**src/rtl/spi_ctrl_pkg.sv**
```systemverilog
// Shared types for the SPI transfer sequencer: FSM state encoding, latched
// transfer configuration and clock-phase decode helpers.
package spi_ctrl_pkg;

  typedef enum logic [2:0] {
    IDLE,
    LOAD,
    SETUP,
    XFER,
    HOLD,
    DONE
  } state_t;

  typedef struct packed {
    logic       cpol;
    logic       cpha;
    logic [2:0] sppr;
    logic [2:0] spr;
  } xfer_cfg_t;

  localparam logic CPHA_SAMPLE_LEADING  = 1'b0;
  localparam logic CPHA_SAMPLE_TRAILING = 1'b1;

  // Even edge indices are leading edges, so the sample edges are the ones whose parity equals cpha
  function automatic logic is_sample_edge(input logic cpha, input logic edge_odd);
    return edge_odd == cpha;
  endfunction

endpackage

```
**src/rtl/spi_baud_gen.sv**
```systemverilog
// Half-period counter and SPI clock generator: paces SETUP/XFER/HOLD, toggles
// sclk during XFER and raises the MISO-sample / MOSI-shift strobes one cycle before each toggle.
module spi_baud_gen
  import spi_ctrl_pkg::*;
#(
  parameter int DATA_BITS = 8,
  parameter int CNT_W     = 12
) (
  input  logic             PCLK,
  input  logic             PRESET,
  input  logic             count_en,
  input  logic             run,
  input  logic             idle_level,
  input  logic             cpha,
  input  logic [CNT_W-1:0] half,
  output logic             tick,
  output logic             last_edge,
  output logic             sclk,
  output logic             flag_low,
  output logic             flag_high,
  output logic             flags_low,
  output logic             flags_high
);

  localparam int EDGES  = 2 * DATA_BITS;
  localparam int EDGE_W = $clog2(EDGES);

  logic [CNT_W-1:0]  cnt;
  logic [EDGE_W-1:0] edge_idx;
  logic              sclk_q;
  logic              edge_fire;
  logic              sample_edge;
  logic              shift_edge;
  logic              suppressed;

  assign tick      = count_en && (cnt == half - CNT_W'(1));
  assign last_edge = edge_idx == EDGE_W'(EDGES - 1);

  always_ff @(posedge PCLK) begin
    if (PRESET || !count_en || tick) cnt <= '0;
    else                             cnt <= cnt + CNT_W'(1);
  end

  always_ff @(posedge PCLK) begin
    if (PRESET || !run) edge_idx <= '0;
    else if (tick)      edge_idx <= edge_idx + EDGE_W'(1);
  end

  // Outside XFER the register follows the idle level so the first toggle always starts from idle
  always_ff @(posedge PCLK) begin
    if (PRESET)    sclk_q <= 1'b0;
    else if (!run) sclk_q <= idle_level;
    else if (tick) sclk_q <= ~sclk_q;
  end

  assign sclk = run ? sclk_q : idle_level;

  // The one shift edge with no data to move: the last trailing edge (cpha=0) or the first leading edge (cpha=1)
  assign suppressed  = (cpha == CPHA_SAMPLE_LEADING) ? last_edge : (edge_idx == '0);
  assign edge_fire   = run && tick;
  assign sample_edge = is_sample_edge(cpha, edge_idx[0]);
  assign shift_edge  = !sample_edge && !suppressed;

  assign flag_high  = edge_fire && sample_edge && !sclk_q;
  assign flag_low   = edge_fire && sample_edge &&  sclk_q;
  assign flags_high = edge_fire && shift_edge  && !sclk_q;
  assign flags_low  = edge_fire && shift_edge  &&  sclk_q;

endmodule

```
**src/rtl/spi_xfer_sequencer.sv**
```systemverilog
// SPI master transfer sequencer: one byte transfer per start request, driving ss, sclk and the shift-register strobes.
// Define SPI_BURST_EN to queue a start seen in HOLD/DONE and chain bytes without releasing ss.
module spi_xfer_sequencer
  import spi_ctrl_pkg::*;
#(
  parameter int DATA_BITS = 8,
  parameter int CNT_W     = 12
) (
  input  logic       PCLK,
  input  logic       PRESET,
  input  logic       spe,
  input  logic       start,
  input  logic       cpol,
  input  logic       cpha,
  input  logic [2:0] sppr,
  input  logic [2:0] spr,
  input  logic       spif_clr,
  output logic       ss,
  output logic       sclk,
  output logic       send_data,
  output logic       receive_data,
  output logic       flag_low,
  output logic       flag_high,
  output logic       flags_low,
  output logic       flags_high,
  output logic       tip,
  output logic       spif
);

  state_t     state, next_state;
  xfer_cfg_t  cfg, live_cfg, launch_cfg;
  logic       go, abort, launch;
  logic       tick, last_edge;
  logic [3:0] div;
  logic [CNT_W-1:0] half;

  assign live_cfg = '{cpol: cpol, cpha: cpha, sppr: sppr, spr: spr};
  assign go       = (state == IDLE) && start && spe;
  assign abort    = (state != IDLE) && !spe;

`ifdef SPI_BURST_EN
  logic      pend_q;
  xfer_cfg_t pend_cfg;

  assign launch     = (state == DONE) && spe && (pend_q || start);
  assign launch_cfg = pend_q ? pend_cfg : live_cfg;

  // A queued request keeps its own settings so the byte still in flight is undisturbed
  always_ff @(posedge PCLK) begin
    if (PRESET || abort || launch) begin
      pend_q <= 1'b0;
    end else if ((state == HOLD || state == DONE) && start && spe) begin
      pend_q   <= 1'b1;
      pend_cfg <= live_cfg;
    end
  end
`else
  assign launch     = 1'b0;
  assign launch_cfg = live_cfg;
`endif

  always_ff @(posedge PCLK) begin
    if (PRESET)      cfg <= '0;
    else if (go)     cfg <= live_cfg;
    else if (launch) cfg <= launch_cfg;
  end

  assign div  = {1'b0, cfg.sppr} + 4'd1;
  assign half = CNT_W'(div) << cfg.spr;

  always_ff @(posedge PCLK) begin
    if (PRESET) state <= IDLE;
    else        state <= next_state;
  end

  always_comb begin
    next_state = state;
    case (state)
      IDLE:    if (go) next_state = LOAD;
      LOAD:    next_state = SETUP;
      SETUP:   if (tick) next_state = XFER;
      XFER:    if (tick && last_edge) next_state = HOLD;
      HOLD:    if (tick) next_state = DONE;
      DONE:    next_state = launch ? LOAD : IDLE;
      default: next_state = IDLE;
    endcase
    if (abort) next_state = IDLE;
  end

  // receive_data is gated by spe so an abort landing on DONE never captures a byte
  always_comb begin
    ss           = 1'b1;
    tip          = 1'b0;
    send_data    = 1'b0;
    receive_data = 1'b0;
    if (state != IDLE) begin
      ss  = 1'b0;
      tip = 1'b1;
    end
    if (state == LOAD) send_data = 1'b1;
    if (state == DONE) receive_data = spe;
  end

  always_ff @(posedge PCLK) begin
    if (PRESET)                     spif <= 1'b0;
    else if (state == DONE && spe)  spif <= 1'b1;
    else if (spif_clr)              spif <= 1'b0;
  end

  spi_baud_gen #(
    .DATA_BITS(DATA_BITS),
    .CNT_W    (CNT_W)
  ) u_baud (
    .PCLK      (PCLK),
    .PRESET    (PRESET),
    .count_en  (state == SETUP || state == XFER || state == HOLD),
    .run       (state == XFER),
    .idle_level((state == IDLE) ? cpol : cfg.cpol),
    .cpha      (cfg.cpha),
    .half      (half),
    .tick      (tick),
    .last_edge (last_edge),
    .sclk      (sclk),
    .flag_low  (flag_low),
    .flag_high (flag_high),
    .flags_low (flags_low),
    .flags_high(flags_high)
  );

endmodule
```
**config.mk**
```make
export PLATFORM = sky130hd
export DESIGN_NAME = spi_xfer_sequencer
export DESIGN_NICKNAME = d
export VERILOG_FILES = /design/src/rtl/spi_ctrl_pkg.sv /design/src/rtl/spi_baud_gen.sv /design/src/rtl/spi_xfer_sequencer.sv
export SDC_FILE = /design/constraint.sdc
export NUM_CORES = 1
export LEC_CHECK = 0
export ABC_AREA = 1
export BUFFER_PORTS_ARGS = -buffer_cell sky130_fd_sc_hd__clkbuf_2
export CAP_MARGIN = 30
export CORE_MARGIN = 2
export CORE_UTILIZATION = 55
export DETAILED_ROUTE_END_ITERATION = 7
export PLACE_DENSITY = 0.76
export SYNTH_ARGS = -nofsm -noshare
export SYNTH_HDL_FRONTEND = slang
export SYNTH_SLANG_ARGS = --single-unit
```
**constraint.sdc**
```tcl
create_clock -name PCLK -period 4.8 [get_ports PCLK]
set_input_delay 0.96 -clock PCLK [delete_from_list [all_inputs] [get_ports PCLK]]
set_output_delay 0.96 -clock PCLK [all_outputs]
set_load 0.03 [all_outputs]
```
==> impl_results.md <==
* Status: finished clean
* Final Hold Fails at 0
* Vias per cell at 5.14
* Via count of the first global-routing pass at 1,952
* Initial Util at 0.565
* Largest net degree at the start of global routing at 18
* Placed Area at 2370 µm²
* Main flop type after synthesis: dfxtp_1
* Combinational group share of total power at 0.575
* Setup TNS at 0 ns
* # resized after CTS at 0
* NetSw at 0.000597 W
* RSZ-0062 raised after global routing: no
* Rows at 23
* Number of post-CTS setup repair buffers at 0
* Gpl congestion at 0.893
* Post-Layout Inst Area at 2460 µm²
* Clock Latency Late Sink at 0.28 ns
* Setup crit end kind: output pin
* Leakage power at 1.13 nW
* Net Count, Synth at 381
* Placed cells at 429
* Antenna violations before repair at 0
* Internal Power at 0.000615 W
* Crit path required time at 3.84 ns
* Hold Crit Class: flip-flop to flip-flop
* Gate Count Post-Synth at 363
* Vias at 2,239
* First DRT Iteration DRCs at 139
* Critical Path Fanout Max at 10
* DP Wirelength at 3800 µm
* TritonCTS Buffers at 5
* Worst hold margin at 0.462 ns
* Slew at the pin with the worst max-slew slack at 0.548 ns
* Root buf cell: clkbuf_8
* Wirelength per Cell at 10.9 µm
* Post-route core utilization at 0.619
* Max Root-Sink Buffers at 2
* Placeable Area at 3970 µm²
* Sequential area share after synthesis at 0.259
* Max Freq at 251 MHz
* Final ANT Viol Nets at 0
* Clock Power Share at 0.166
* WS Path Type: flip-flop to output pin
* Die Y-Extent at 67.9 µm
* Global-route wire length before repair at 8200 µm
* Post-synth EDFFs at 0
* Worst VDD drop at 0.451 mV
* Chip width at 67.9 µm
* Sw frac at 0.493
* Antenna fix cells at 0
* Yosys cell types at 37
* CTS H-tree lvls at 2
* Relative slew slack at 0.634
* Area growth from synthesis to layout at 9.65%
* CTS tree: yes
* Setup violators final at 0
* DRC viols at 0
* Fin nets at 404
* Max Cap Violations at 0
* DRT Pass-1 Iters at 5
* Synth async-reset ratio at 0
* Clock transition at path regs at 0.06 ns
* Area of the die at 4600 µm²
* Synth Cell Area at 2240 µm²
* Gr usage total at 0.234
* Worst Skew at 0.00629 ns
* Hold-fix buffers, CTS at 0
* Layout cell share with drive strength beyond 1 at 0.163
* Final Slew Violations at 0
* CTS sink cnt at 29
* Number of I/O pins at 23
* Final period util at 0.832
* Avg Cell Area, Syn at 6.18 µm²
* Fin cells at 436
* CP arrival at 3.03 ns
* Final WL at 4760 µm
* Min Tclk post-route at 3.99 ns
* Startpoint Class: flip-flop
* IO buf count at 22
* Sequential fraction of design power at 0.260
* Synthesis Warnings at 0
* Synth Register Bits at 29
* GR Overflow Total at 0
* Cell Pwr Density at 493 nW/µm²
-- cells by family (layout without fill, tap and decap cells) --
logic type / Yosys count / in the layout / share of synthesized area
compound gates: 40 / 40 / 0.0960
buf+inv: 65 / 88 / 0.119
xor+xnor: 13 / 13 / 0.0508
flops: 29 / 29 / 0.259
fa+ha+maj: 5 / 5 / 0.0279
simple gates: 211 / 211 / 0.448
-- final timing paths --
check,from,end,slack (ns),cells past startpoint
setup / recovery,cfg[3],flags_low,0.81,17
hold / removal,cfg[7],cfg[7],0.46,2
setup reg to reg,cfg[3],state[1],2.08,18
hold reg to reg,cfg[7],cfg[7],0.46,2
-- state kept, by name, indices dropped and copies added, names as in the netlist --
name             flops
cfg                  8
spif                 1
state                3
u_baud.cnt          12
u_baud.edge_idx      4
u_baud.sclk_q        1
-- cells in the final DEF, fill, tap and decap left out, types with 2 or more instances in the layout --
master and instances:
nor3b_1 2, nor2_4 3, o21ai_0 11, nand2_2 11, xor2_1 10, ha_1 5
nand4_1 6, o21ai_1 3, nand3_2 5, nor2_2 3, nand3b_1 2, nor2_1 36
clkbuf_2 22, inv_2 8, dfxtp_1 29, a21oi_1 20, clkbuf_8 6, inv_1 49
nand2_1 86, nand3_1 45, nor3_1 7, xnor2_1 3
-- area by class of cell --
cell class                 instances  area, µm²
fill                             393       1510
multi-input combinational        269       1400
sequential                        29        581
inverter                          59        224
timing repair buffer              22        110
clock buffer                       7       86.3
tap                               50       62.6
-- cell usage after synthesis, types with 2 or more instances --
library cell  count  share of area
xor2_1           10          0.039
nor3_1            7          0.016
xnor2_1           3          0.012
nand3_2           5          0.022
nand3_1          45           0.10
nand2_2          11          0.031
o21ai_0          11          0.025
nor2_1           36          0.060
nand3b_1          2         0.0067
inv_2             8          0.013
buf_4             3          0.010
nand4_1           6          0.017
dfxtp_1          29           0.26
a21oi_1          20          0.045
nor2_4            3          0.015
nor3b_1           2         0.0067
inv_1            49          0.082
ha_1              5          0.028
nor2_2            3         0.0084
nand2_1          86           0.14
o21ai_1           3         0.0067
-- critical path, cell delays in order, from the launching register on --
cell and delay (ns):
dfxtp_1 0.49, ha_1 0.32, o21ai_2 0.17, nor2_2 0.06, nand2_2 0.08, ha_1 0.24
xor2_1 0.15, nand3_1 0.09, a31oi_1 0.15, nand3_1 0.11, nor2_1 0.12, nand2_1 0.08
nor2_2 0.13, nand2_4 0.11, inv_2 0.08, nand3_1 0.08, nor2_1 0.11, clkbuf_2 0.21
-- power groups by stage --
stage / registers, W / clock network (W) / logic [W]
after floorplan: 0.000300 / 0 / 0.000587
after global placement: 0.000317 / 0 / 0.000685
after detailed placement: 0.000318 / 0 / 0.000694
after CTS: 0.000314 / 0.000206 / 0.000695
after global routing: 0.000320 / 0.000217 / 0.000788
final: 0.000315 / 0.000201 / 0.000697
-- layer usage --
metal | vias up | routed length (µm) | GRT usage
li1 | 1199 | - | -
met3 | 4 | 242 | 0.0444
met2 | 50 | 2210 | 0.393
met1 | 986 | 2280 | 0.300
met4 | 0 | 40 | 0.0800
met5 | - | 0 | 0
-- per-stage QoR --
step	setup slack (ns)	power (W)
after global routing	0.480	0.00133
after CTS	0.760	0.00122
after floorplan	0.854	0.000887
after global placement	1.18	0.00100
final	0.809	0.00121
after detailed placement	1.08	0.00101
Note: power is estimated with default switching activity, not from simulation.
